`src/rtl/uart_pkg.sv`:
```
// Shared definitions for the memory-mapped UART responder.
// Contents: register word indices, STATUS/CTRL bit positions, the TX and RX
// state encodings, and the helper that clamps the baud divisor to its minimum.
package uart_pkg;

    // Register word indices (core address[3:2])
    localparam logic [1:0] UART_REG_DATA   = 2'd0;
    localparam logic [1:0] UART_REG_STATUS = 2'd1;
    localparam logic [1:0] UART_REG_BAUD   = 2'd2;
    localparam logic [1:0] UART_REG_CTRL   = 2'd3;

    // STATUS bit positions
    localparam int ST_RX_VALID     = 0;
    localparam int ST_RX_OVERRUN   = 1;
    localparam int ST_RX_FRAME_ERR = 2;
    localparam int ST_TX_FULL      = 3;
    localparam int ST_TX_EMPTY     = 4;
    localparam int ST_TX_BUSY      = 5;
    localparam int ST_TX_OVERFLOW  = 6;

    // CTRL bit positions
    localparam int CTRL_TX_EN      = 0;
    localparam int CTRL_RX_EN      = 1;
    localparam int CTRL_CLR_STICKY = 2;

    // Transmit FSM encoding
    typedef logic [1:0] t_tx_state;
    localparam t_tx_state TX_IDLE  = 2'd0;
    localparam t_tx_state TX_START = 2'd1;
    localparam t_tx_state TX_DATA  = 2'd2;
    localparam t_tx_state TX_STOP  = 2'd3;

    // Receive FSM encoding
    typedef logic [1:0] t_rx_state;
    localparam t_rx_state R_IDLE  = 2'd0;
    localparam t_rx_state R_START = 2'd1;
    localparam t_rx_state R_DATA  = 2'd2;
    localparam t_rx_state R_STOP  = 2'd3;

    // A divisor below 2 would make the half-bit start check degenerate.
    function automatic logic [15:0] eff_divisor(input logic [15:0] d);
        return (d < 16'd2) ? 16'd2 : d;
    endfunction

endpackage

```
`src/rtl/uart_fifo.sv`:
```
// Synchronous FIFO used as the UART transmit queue.
// Ports: clock/reset (sync, active high); push + wr_data enqueue; pop dequeues
// into the registered rd_data (valid from the edge after pop); full, empty and
// count reflect the current occupancy. A push on a full FIFO is only accepted
// when a pop happens on the same edge; a pop on an empty FIFO is ignored.
module uart_fifo #(
    parameter int WIDTH = 8,
    parameter int DEPTH = 16
) (
    input  logic                       clock,
    input  logic                       reset,
    input  logic                       push,
    input  logic                       pop,
    input  logic [WIDTH-1:0]           wr_data,
    output logic [WIDTH-1:0]           rd_data,
    output logic                       full,
    output logic                       empty,
    output logic [$clog2(DEPTH):0]     count
);
    localparam int AW = $clog2(DEPTH);
    localparam logic [AW:0] FULL_COUNT = (AW+1)'(DEPTH);

    logic [WIDTH-1:0] mem [DEPTH];
    logic [AW-1:0]    wr_ptr_reg;
    logic [AW-1:0]    rd_ptr_reg;
    logic [AW:0]      count_reg;
    logic [WIDTH-1:0] rd_data_reg;
    logic             do_push;
    logic             do_pop;

    assign full    = (count_reg == FULL_COUNT);
    assign empty   = (count_reg == '0);
    assign count   = count_reg;
    assign rd_data = rd_data_reg;

    assign do_pop  = pop && !empty;
    assign do_push = push && (!full || do_pop);

    // Storage has no reset so it maps onto RAM primitives. On a full FIFO a
    // simultaneous push and pop address the same slot; the registered read
    // sees the old entry before the write lands.
    always_ff @(posedge clock) begin
        if (do_push) begin
            mem[wr_ptr_reg] <= wr_data;
        end
    end

    always_ff @(posedge clock) begin
        if (reset) begin
            rd_data_reg <= '0;
        end else if (do_pop) begin
            rd_data_reg <= mem[rd_ptr_reg];
        end
    end

    // Pointers are AW bits wide, so they wrap modulo DEPTH on their own.
    always_ff @(posedge clock) begin
        if (reset) begin
            wr_ptr_reg <= '0;
            rd_ptr_reg <= '0;
            count_reg  <= '0;
        end else begin
            if (do_push) wr_ptr_reg <= wr_ptr_reg + 1'b1;
            if (do_pop)  rd_ptr_reg <= rd_ptr_reg + 1'b1;
            case ({do_push, do_pop})
                2'b10:   count_reg <= count_reg + 1'b1;
                2'b01:   count_reg <= count_reg - 1'b1;
                default: count_reg <= count_reg;
            endcase
        end
    end

endmodule

```
`src/rtl/bus_uart_responder.sv`:
```
// Memory-mapped UART target on the maxicore32 external bus.
// Ports: clock, reset (sync, active high); sel/address/data_in/data_strobes/
// read/write from the core; data_out (combinational read data, 0 unless
// sel&&read) and bus_error (combinational) back to it; tx serial out (idle
// high) and rx serial in (asynchronous). Register map: 0 DATA, 1 STATUS,
// 2 BAUD, 3 CTRL. TX bytes queue in a FIFO and leave as 8N1 frames; received
// bytes land in a single holding register.
module bus_uart_responder
    import uart_pkg::*;
#(
    parameter int          TX_FIFO_DEPTH   = 16,
    parameter logic [15:0] DEFAULT_DIVISOR = 16'd434
) (
    input  logic        clock,
    input  logic        reset,
    input  logic        sel,
    input  logic [1:0]  address,
    input  logic [31:0] data_in,
    output logic [31:0] data_out,
    input  logic [3:0]  data_strobes,
    input  logic        read,
    input  logic        write,
    output logic        bus_error,
    output logic        tx,
    input  logic        rx
);
    localparam int CW = $clog2(TX_FIFO_DEPTH) + 1;

    // ---------------- bus decode ----------------
    logic wr_ok, rd_ok, push_req, data_read, clr_sticky;

    assign bus_error = sel && ((read && write) ||
                               (write && address == UART_REG_STATUS) ||
                               (write && data_strobes == 4'b0000));
    // An erroring cycle must leave every register untouched.
    assign wr_ok      = sel && write && !bus_error;
    assign rd_ok      = sel && read && !bus_error;
    assign push_req   = wr_ok && address == UART_REG_DATA && data_strobes[0];
    assign data_read  = rd_ok && address == UART_REG_DATA;
    assign clr_sticky = wr_ok && address == UART_REG_CTRL && data_strobes[0]
                        && data_in[CTRL_CLR_STICKY];

    wire unused_data_bits = ^data_in[31:16];

    // ---------------- BAUD: one register per byte lane ----------------
    wire logic [15:0] baud_value;
    logic [15:0]      eff_baud;

    genvar gi;
    generate
        for (gi = 0; gi < 2; gi++) begin : g_baud_lane
            logic [7:0] lane_reg;
            always_ff @(posedge clock) begin
                if (reset) begin
                    lane_reg <= DEFAULT_DIVISOR[8*gi +: 8];
                end else if (wr_ok && address == UART_REG_BAUD && data_strobes[gi]) begin
                    lane_reg <= data_in[8*gi +: 8];
                end
            end
            assign baud_value[8*gi +: 8] = lane_reg;
        end
    endgenerate

    assign eff_baud = eff_divisor(baud_value);

    // ---------------- CTRL ----------------
    logic tx_en_reg, rx_en_reg;

    always_ff @(posedge clock) begin
        if (reset) begin
            tx_en_reg <= 1'b0;
            rx_en_reg <= 1'b0;
        end else if (wr_ok && address == UART_REG_CTRL && data_strobes[0]) begin
            tx_en_reg <= data_in[CTRL_TX_EN];
            rx_en_reg <= data_in[CTRL_RX_EN];
        end
    end

    // ---------------- TX FIFO ----------------
    logic          fifo_pop, fifo_full, fifo_empty;
    logic [7:0]    fifo_rd_data;
    logic [CW-1:0] fifo_count;

    uart_fifo #(.WIDTH(8), .DEPTH(TX_FIFO_DEPTH)) u_tx_fifo (
        .clock   (clock),
        .reset   (reset),
        .push    (push_req),
        .pop     (fifo_pop),
        .wr_data (data_in[7:0]),
        .rd_data (fifo_rd_data),
        .full    (fifo_full),
        .empty   (fifo_empty),
        .count   (fifo_count)
    );

    logic tx_overflow_reg;

    always_ff @(posedge clock) begin
        if (reset) begin
            tx_overflow_reg <= 1'b0;
        end else begin
            if (clr_sticky) tx_overflow_reg <= 1'b0;
            if (push_req && fifo_full && !fifo_pop) tx_overflow_reg <= 1'b1;
        end
    end

    // ---------------- TX FSM ----------------
    t_tx_state   tx_state_reg;
    logic [15:0] tx_cnt_reg, tx_baud_reg;
    logic [2:0]  tx_bit_reg;
    logic        tx_reg, tx_cnt_done;

    assign tx_cnt_done = (tx_cnt_reg == tx_baud_reg - 16'd1);
    // Popping at the end of STOP chains frames with no idle gap. The popped
    // byte appears on fifo_rd_data one edge later and stays put for the whole
    // frame, because the next pop can only happen at this frame's end.
    assign fifo_pop = tx_en_reg && !fifo_empty &&
                      (tx_state_reg == TX_IDLE || (tx_state_reg == TX_STOP && tx_cnt_done));
    assign tx = tx_reg;

    always_ff @(posedge clock) begin
        if (reset) begin
            tx_state_reg <= TX_IDLE;
            tx_cnt_reg   <= '0;
            tx_baud_reg  <= 16'd2;
            tx_bit_reg   <= '0;
            tx_reg       <= 1'b1;
        end else if (fifo_pop) begin
            tx_state_reg <= TX_START;
            tx_cnt_reg   <= '0;
            tx_baud_reg  <= eff_baud;
            tx_reg       <= 1'b0;
        end else if (tx_state_reg != TX_IDLE) begin
            if (!tx_cnt_done) begin
                tx_cnt_reg <= tx_cnt_reg + 16'd1;
            end else begin
                tx_cnt_reg <= '0;
                case (tx_state_reg)
                    TX_START: begin
                        tx_state_reg <= TX_DATA;
                        tx_bit_reg   <= '0;
                        tx_reg       <= fifo_rd_data[0];
                    end
                    TX_DATA: begin
                        if (tx_bit_reg == 3'd7) begin
                            tx_state_reg <= TX_STOP;
                            tx_reg       <= 1'b1;
                        end else begin
                            tx_bit_reg <= tx_bit_reg + 3'd1;
                            tx_reg     <= fifo_rd_data[tx_bit_reg + 3'd1];
                        end
                    end
                    default: begin
                        tx_state_reg <= TX_IDLE;
                        tx_reg       <= 1'b1;
                    end
                endcase
            end
        end
    end

    // ---------------- RX synchroniser + FSM ----------------
    logic        rx_meta_reg, rx_sync_reg, rx_prev_reg;
    t_rx_state   rx_state_reg;
    logic [15:0] rx_cnt_reg, rx_baud_reg;
    logic [2:0]  rx_bit_reg;
    logic [7:0]  rx_shift_reg;
    logic        rx_bit_done, rx_half_done, rx_deliver;

    assign rx_bit_done  = (rx_cnt_reg == rx_baud_reg - 16'd1);
    assign rx_half_done = (rx_cnt_reg == (rx_baud_reg >> 1) - 16'd1);
    assign rx_deliver   = rx_en_reg && rx_state_reg == R_STOP && rx_bit_done;

    always_ff @(posedge clock) begin
        if (reset) begin
            rx_meta_reg <= 1'b1;
            rx_sync_reg <= 1'b1;
            rx_prev_reg <= 1'b1;
        end else begin
            rx_meta_reg <= rx;
            rx_sync_reg <= rx_meta_reg;
            rx_prev_reg <= rx_sync_reg;
        end
    end

    always_ff @(posedge clock) begin
        if (reset || !rx_en_reg) begin
            rx_state_reg <= R_IDLE;
            rx_cnt_reg   <= '0;
            rx_bit_reg   <= '0;
            if (reset) begin
                rx_baud_reg  <= 16'd2;
                rx_shift_reg <= '0;
            end
        end else begin
            rx_cnt_reg <= rx_cnt_reg + 16'd1;
            case (rx_state_reg)
                R_IDLE: begin
                    rx_cnt_reg <= '0;
                    if (rx_prev_reg && !rx_sync_reg) begin
                        rx_state_reg <= R_START;
                        rx_baud_reg  <= eff_baud;
                    end
                end
                R_START: begin
                    // Mid-start check rejects glitches shorter than half a bit.
                    if (rx_half_done) begin
                        rx_cnt_reg   <= '0;
                        rx_bit_reg   <= '0;
                        rx_state_reg <= rx_sync_reg ? R_IDLE : R_DATA;
                    end
                end
                R_DATA: begin
                    if (rx_bit_done) begin
                        rx_cnt_reg   <= '0;
                        rx_shift_reg <= {rx_sync_reg, rx_shift_reg[7:1]};
                        if (rx_bit_reg == 3'd7) rx_state_reg <= R_STOP;
                        else                    rx_bit_reg   <= rx_bit_reg + 3'd1;
                    end
                end
                default: begin
                    if (rx_bit_done) begin
                        rx_cnt_reg   <= '0;
                        rx_state_reg <= R_IDLE;
                    end
                end
            endcase
        end
    end

    // ---------------- RX holding register + sticky flags ----------------
    logic       rx_valid_reg, rx_overrun_reg, rx_frame_err_reg;
    logic [7:0] rx_byte_reg;

    always_ff @(posedge clock) begin
        if (reset) begin
            rx_valid_reg     <= 1'b0;
            rx_overrun_reg   <= 1'b0;
            rx_frame_err_reg <= 1'b0;
            rx_byte_reg      <= '0;
        end else begin
            if (clr_sticky) begin
                rx_overrun_reg   <= 1'b0;
                rx_frame_err_reg <= 1'b0;
            end
            if (rx_deliver) begin
                // A DATA read on the same edge frees the holding register.
                if (rx_valid_reg && !data_read) begin
                    rx_overrun_reg <= 1'b1;
                end else begin
                    rx_byte_reg  <= rx_shift_reg;
                    rx_valid_reg <= 1'b1;
                end
                if (!rx_sync_reg) rx_frame_err_reg <= 1'b1;
            end else if (data_read) begin
                rx_valid_reg <= 1'b0;
            end
        end
    end

    // ---------------- read mux ----------------
    logic [31:0] status_word;

    always_comb begin
        status_word                  = 32'h0;
        status_word[ST_RX_VALID]     = rx_valid_reg;
        status_word[ST_RX_OVERRUN]   = rx_overrun_reg;
        status_word[ST_RX_FRAME_ERR] = rx_frame_err_reg;
        status_word[ST_TX_FULL]      = fifo_full;
        status_word[ST_TX_EMPTY]     = fifo_empty;
        status_word[ST_TX_BUSY]      = (tx_state_reg != TX_IDLE) || (fifo_count != '0);
        status_word[ST_TX_OVERFLOW]  = tx_overflow_reg;
    end

    always_comb begin
        data_out = 32'h0;
        if (sel && read) begin
            case (address)
                UART_REG_DATA:   data_out = {24'h0, rx_byte_reg};
                UART_REG_STATUS: data_out = status_word;
                UART_REG_BAUD:   data_out = {16'h0, baud_value};
                default:         data_out = {30'h0, rx_en_reg, tx_en_reg};
            endcase
        end
    end

endmodule
```
`config.mk`:
```
export PLATFORM = sky130hd
export DESIGN_NAME = bus_uart_responder
export DESIGN_NICKNAME = d
export VERILOG_FILES = /design/src/rtl/uart_pkg.sv /design/src/rtl/uart_fifo.sv /design/src/rtl/bus_uart_responder.sv
export SDC_FILE = /design/constraint.sdc
export NUM_CORES = 1
export LEC_CHECK = 0
export BUFFER_PORTS_ARGS = -buffer_cell sky130_fd_sc_hd__buf_2
export CAP_MARGIN = 0
export CELL_PAD_IN_SITES_DETAIL_PLACEMENT = 0
export CELL_PAD_IN_SITES_GLOBAL_PLACEMENT = 1
export CORE_MARGIN = 1.5
export CORE_UTILIZATION = 45
export DETAILED_ROUTE_END_ITERATION = 12
export PLACE_DENSITY = 0.88
export SETUP_SLACK_MARGIN = 0.4
export SYNTH_ARGS = -nofsm -noshare
export SYNTH_HDL_FRONTEND = slang
export SYNTH_SLANG_ARGS = --single-unit
export TNS_END_PERCENT = 30
```
`constraint.sdc`:
```
create_clock -name clock -period 3.7 [get_ports clock]
set_input_delay 0.555 -clock clock [delete_from_list [all_inputs] [get_ports clock]]
set_output_delay 0.555 -clock clock [all_outputs]
set_load 0.01 [all_outputs]
```
==> impl_metrics.py, run 1 <==
metrics = {
    "worst_setup_path": {
        "reg2reg_slack_ns": 0.26,
        "cp-end-kind": "register",
        "start_kind": "register",
        "rr_endpoint": "u_tx_fifo.count[4]$_SDFFE_PP0P_",
        "crit_type": "reg2reg",
        "required_ns": 4.11,
        "worstPathArrival_ns": 3.84,
        "critPathMaxFanout": 4,
        "cp-startpoint": "tx_baud_reg[5]$_SDFFE_PP0P_",
        "reg2reg_from": "tx_baud_reg[5]$_SDFFE_PP0P_",
        "rr_worst_depth": 16,
    },
    "worst_hold_path": {
        "min_path_cells": 2,
        "hp-class": "in2reg",
        "min_from": "rx",
        "hold_end": "rx_meta_reg$_SDFF_PP1_",
    },
    "drt": {
        "drtPass1Iterations": 4,
        "vias": 8738,
        "finalWirelength_mm": 29.3,
        "viasPerCell": 5.46,
        "first_iter_violations": 522,
        "antenna_left": 0,
        "route.detailed.drc": 0,
        "wl_per_cell_um": 18.3,
    },
    "sta": {
        "tightest_slew_ns": 0.813,
        "hold_violations": 0,
        "period_share": 0.929,
        "rsz0062_at_grt": "true",
        "skew_ns": 0.0130,
        "worst_slack_ns": 0.264,
        "setup_violations": 0,
        "finalCriticalPeriod_ns": 3.44,
        "slew_viol_final": 0,
        "slew_headroom": 0.457,
        "fmax_ghz": 0.291,
    },
    "synthesis": {
        "async_flop_share": 0,
        "ys_ff_latch": 265,
        "ys_warn_count": 0,
        "syn_area_um2": 13000,
        "synth_edf_count": 152,
        "synthCells": 1134,
        "yosysSeqAreaShare": 0.526,
        "yosysUniqueCellTypes": 81,
        "synth.avg_cell_area_um2": 11.4,
        "synthFlopType": "edfxtp_1",
    },
    "die": {
        "die_y_um": 173,
        "dieArea_um2": 29900,
        "io-pin-count": 78,
        "core_area_um2": 28100,
        "num_rows": 61,
        "die_w_um": 173,
        "initial_utilization": 0.462,
    },
    "placed_design": {
        "io_buffers": 45,
        "dpl.hpwl_mm": 20.3,
        "globalplace.congestion": 0.879,
        "pre_cts_slack_ns": -0.0192,
    },
    "global_routing": {
        "antenna_found_initial": 1,
        "grt.total_usage": 0.195,
        "overflow": 0,
        "first_global_vias": 8646,
        "grt_pass1_wl_mm": 46.8,
        "use_met3": 0.0306,
        "met2_usage": 0.341,
        "grt_max_degree": 56,
        "busiest_layer": "met2",
        "grtUsageMet1": 0.250,
    },
    "finish": {
        "final_common_cell": "edfxtp_1",
        "drive_above_1_share": 0.209,
        "nNetsFinal": 1268,
        "mostFrequentLayoutCells": "edfxtp_1 (152), nor2_1 (110), dfxtp_1 (108)",
        "regMostFlops": "u_tx_fifo.mem",
        "largest_reg_flops": 128,
        "syn2layout_area_growth_pct": 14.9,
        "nFillCells": 2445,
    },
    "pwr": {
        "power_mw": 6.06,
        "vdd_drop_max_mv": 0.457,
        "p_per_area_nw_per_um2": 407,
        "p_leak_nw": 5.09,
    },
    "cts": {
        "clock_sinks": 265,
        "numCtsBuffers": 27,
        "path_clk_slew_ns": 0.06,
        "insertion_delay_ns": 0.55,
        "clock_tree.buffer_depth": 3,
        "cts-root-buf": "clkbuf_16",
        "cts_tree": "yes",
        "htreeDepth": 1,
    },
    "status": {
        "status": "finished clean",
    },
    "flow_run": {
        "maxCapViolations": 0,
    },
}
-- timing repair --
action | 4_1_cts | 5_1_grt
pin swaps | 14 | 11
resized for setup | 28 | 16
buffers inserted | 7 | 9
endpoints found under the setup margin | 149 | 188
gates cloned | 0 | 1
hold buffers | 0 | 0
-- cells in the mapped netlist, drive strengths merged, types with 33 or more instances --
| cell | n | area (µm²) |
|---|---|---|
| edfxtp | 152 | 4560 |
| dfxtp | 113 | 2260 |
| nor2 | 111 | 419 |
| nand2 | 98 | 370 |
| a21oi | 55 | 287 |
| xnor2 | 53 | 464 |
| mux4 | 44 | 991 |
| buf | 38 | 234 |
| and2 | 37 | 231 |
| clkbuf | 37 | 140 |
| xor2 | 37 | 324 |
| nand3 | 33 | 170 |
-- worst max-delay path: stages (launching register included) --
cell and delay (ns):
dfxtp_4 0.36, or4_4 0.56, a211oi_2 0.23, o21ai_2 0.11
a2111oi_4 0.31, and4_4 0.30, a21oi_4 0.08, nor2_4 0.16
nand2_4 0.08, inv_4 0.08, ha_4 0.20, nor2b_4 0.12
o21ai_1 0.13, nand2b_1 0.10, nor4_2 0.21, o21ai_1 0.11
nor3b_1 0.14
-- stage by stage --
step / util / instances / cell area, µm² / hold WS (ns) / TNS, ns
2_1_floorplan: - / 1149 / 13100 / 0.389 / 0
3_3_place_gp: 0.489 / 1533 / 13700 / 0.394 / 0
3_5_place_dp: 0.489 / 1533 / 13700 / 0.398 / -0.0192
4_1_cts: 0.526 / 1590 / 14800 / 0.177 / 0
5_1_grt: 0.530 / 1600 / 14900 / 0.187 / 0
6_report: 0.531 / 1601 / 14900 / 0.192 / 0
-- area by class of cell --
class                           instances  area [µm²]  area share
Sequential cell                       265        6840       0.459
Multi-Input combinational cell        786        5960       0.400
Clock buffer                           34         722      0.0484
Timing Repair Buffer                   97         636      0.0427
Tap cell                              378         473      0.0317
Clock inverter                         16         179      0.0120
Inverter                               24        92.6     0.00621
Antenna cell                            1        2.50    0.000168
-- logic make-up (layout without fill, tap and decap cells) --
group	count (synthesis)	after routing	synth area share
AOI/OAI and AO/OA	138	138	0.0738
xor gates and xnor gates	90	90	0.0608
adders and majority gates	23	23	0.0228
buffers and inverters	99	171	0.0358
DFF	265	265	0.526
muxes	82	82	0.106
other	1	17	0.000289
and+or+nand+nor	436	437	0.174
-- metal layers --
layer / vias to the layer above / routed length, µm
li1: 4233 / -
met1: 4261 / 12600
met2: 200 / 14700
met3: 44 / 1410
met4: 0 / 668
met5: - / 0
-- power breakdown --
part	internal, mW	switching (mW)	total (mW)	leakage [nW]
sequential	3.12	0.0174	3.14	2.31
clock	1.60	1.15	2.76	0.437
combinational	0.0542	0.109	0.163	2.35
total	4.78	1.28	6.06	5.09
-- worst max path at each step --
stage	endpoint	slack, ns
floorplan	u_tx_fifo.count[4]$_SDFFE_PP0P_	0.20
global placement	u_tx_fifo.count[4]$_SDFFE_PP0P_	0.05
detailed placement	u_tx_fifo.count[4]$_SDFFE_PP0P_	-0.02
CTS	u_tx_fifo.count[4]$_SDFFE_PP0P_	0.23
global route	u_tx_fifo.count[3]$_SDFFE_PP0P_	0.09
finish	u_tx_fifo.count[4]$_SDFFE_PP0P_	0.26
Note: power is estimated with default switching activity, not from simulation.
==> run 2, diff against run 1 <==
--- a/config.mk
+++ b/config.mk
@@ -7,12 +7,10 @@
 export LEC_CHECK = 0
 export BUFFER_PORTS_ARGS = -buffer_cell sky130_fd_sc_hd__buf_2
 export CAP_MARGIN = 0
-export CELL_PAD_IN_SITES_DETAIL_PLACEMENT = 0
-export CELL_PAD_IN_SITES_GLOBAL_PLACEMENT = 1
-export CORE_MARGIN = 1.5
+export CORE_MARGIN = 4
 export CORE_UTILIZATION = 45
 export DETAILED_ROUTE_END_ITERATION = 12
-export PLACE_DENSITY = 0.88
+export PLACE_DENSITY = 0.75
 export SETUP_SLACK_MARGIN = 0.4
 export SYNTH_ARGS = -nofsm -noshare
 export SYNTH_HDL_FRONTEND = slang
==> constraint.sdc (replaced) <==
create_clock -name clock -period 3.7 [get_ports clock]
set_input_delay 0.37 -clock clock [delete_from_list [all_inputs] [get_ports clock]]
set_output_delay 0.37 -clock clock [all_outputs]
set_load 0.01 [all_outputs]
==> impl_metrics.py, run 2 (synthesis results as in run 1) <==
metrics = {
    "cts": {
        "path_clk_slew_ns": 0.06,
        "clock_tree.buffer_depth": 3,
        "insertion_delay_ns": 0.55,
        "cts_tree": "yes",
        "numCtsBuffers": 27,
        "clock_sinks": 265,
        "htreeDepth": 1,
        "cts-root-buf": "clkbuf_16",
    },
    "drt": {
        "route.detailed.drc": 0,
        "first_iter_violations": 659,
        "viasPerCell": 5.50,
        "vias": 8790,
        "antenna_left": 0,
        "wl_per_cell_um": 18.0,
        "drtPass1Iterations": 5,
        "finalWirelength_mm": 28.8,
    },
    "worst_setup_path": {
        "critPathMaxFanout": 4,
        "worstPathArrival_ns": 3.89,
        "cp-end-kind": "register",
        "start_kind": "register",
        "crit_type": "reg2reg",
        "required_ns": 4.12,
    },
    "placed_design": {
        "dpl.cell_count": 1533,
        "pre_cts_slack_ns": -0.0185,
        "postPlaceCellArea_um2": 13700,
        "io_buffers": 45,
        "dpl.hpwl_mm": 19.8,
        "globalplace.congestion": 0.903,
    },
    "die": {
        "dieArea_um2": 31600,
        "die_y_um": 178,
        "core_area_um2": 28100,
        "io-pin-count": 78,
        "initial_utilization": 0.462,
        "die_w_um": 178,
        "num_rows": 61,
    },
    "pwr": {
        "power_frac_clock": 0.454,
        "switching_power_mw": 1.25,
        "swShare": 0.207,
        "p_int_mw": 4.79,
        "p_per_area_nw_per_um2": 406,
        "p_seq_frac": 0.520,
        "pwr-share-comb": 0.026,
        "p_leak_nw": 5.09,
        "vdd_drop_max_mv": 0.476,
    },
    "sta": {
        "slew_headroom": 0.463,
        "fmax_ghz": 0.288,
        "worst_slack_ns": 0.231,
        "slew_viol_final": 0,
        "finalCriticalPeriod_ns": 3.47,
        "whs_ns": 0.0285,
        "rsz0062_at_grt": "true",
        "skew_ns": 0.0143,
        "tightest_slew_ns": 0.799,
        "setup_violations": 0,
        "period_share": 0.938,
        "hold_violations": 0,
    },
    "global_routing": {
        "grt_pass1_wl_mm": 47.2,
        "antenna_found_initial": 1,
        "overflow": 0,
        "grt_max_degree": 36,
        "first_global_vias": 8736,
        "grt.total_usage": 0.185,
    },
    "finish": {
        "diodes": 0,
        "final_common_cell": "edfxtp_1",
        "syn2layout_area_growth_pct": 14.7,
        "nNetsFinal": 1266,
        "mostFrequentLayoutCells": "edfxtp_1 (152), nor2_1 (110), dfxtp_1 (108)",
        "drive_above_1_share": 0.204,
        "nFillCells": 2368,
        "largest_reg_flops": 128,
        "regMostFlops": "u_tx_fifo.mem",
        "stdcell_count": 1598,
        "final_util": 0.530,
        "finalInstanceArea_um2": 14900,
    },
    "worst_hold_path": {
        "hp-class": "in2reg",
    },
    "flow_run": {
        "maxCapViolations": 0,
    },
    "status": {
        "status": "finished clean",
    },
}
==> run 2: cell type report <==
class	instances	area, µm²	area share
clock inverters	11	120	0.00807
inverters	24	92.6	0.00622
flip-flops and latches	265	6840	0.459
clock buffers	39	782	0.0525
multi-input cells	785	5930	0.398
well taps	378	473	0.0318
repair buffers	96	652	0.0438
==> run 2: per-stage QoR <==
| stage | power (mW) | setup TNS, ns |
|---|---|---|
| 4_1_cts | 6.10 | 0 |
| 6_report | 6.04 | 0 |
| 5_1_grt | 6.25 | 0 |
| 3_5_place_dp | 3.36 | -0.0185 |
| 2_1_floorplan | 3.30 | 0 |
| 3_3_place_gp | 3.35 | 0 |
==> run 2: repair_timing <==
item	4_1_cts	5_1_grt
endpoints found under the setup margin	157	183
hold endpoints to repair	1	0
pin swaps	12	2
setup buffers	8	6
gates resized for setup	25	16
hold buffers	1	0
==> run 2: final timing paths <==
kind	startpoint	depth (start not counted)	slack [ns]	end
max	tx_baud_reg[5]$_SDFFE_PP0P_	16	0.23	u_tx_fifo.count[4]$_SDFFE_PP0P_
min	data_in[8]	2	0.03	g_baud_lane[1].lane_reg[0]$_SDFFE_PP1P_
max reg2reg	tx_baud_reg[5]$_SDFFE_PP0P_	16	0.23	u_tx_fifo.count[4]$_SDFFE_PP0P_
min reg2reg	rx_meta_reg$_SDFF_PP1_	1	0.41	rx_sync_reg$_SDFF_PP1_
==> run 2: power by group through the flow <==
| stage | Sequential, mW | Clock, mW | Combinational, mW |
|---|---|---|---|
| final | 3.14 | 2.74 | 0.159 |
| after global routing | 3.14 | 2.94 | 0.175 |
| after CTS | 3.14 | 2.81 | 0.154 |
| after detailed placement | 3.20 | 0 | 0.152 |
| after global placement | 3.20 | 0 | 0.148 |
| after floorplan | 3.20 | 0 | 0.108 |
==> run 2: per-layer routing <==
layer  part of all wire  global-route usage  vias up  wire length (µm)
met1               0.43               0.247     4238             12300
met4              0.026              0.0477        2               750
met5            0.00045                   0        -                13
met3              0.056              0.0290       48              1620
li1                   -                   -     4222                 -
met2               0.49               0.318      280             14100
==> run 2: worst max-delay path: stages, from the launching register on <==
cell	delay, ns
dfxtp_4	0.36
or4_4	0.56
a211oi_2	0.23
o21ai_2	0.11
a2111oi_4	0.39
and4_4	0.31
a21oi_4	0.09
nor2_4	0.15
nand2_4	0.07
inv_4	0.08
ha_4	0.20
nor2b_2	0.16
o21ai_1	0.13
nand2b_1	0.11
nor4_2	0.20
o21ai_1	0.08
nor3b_1	0.13
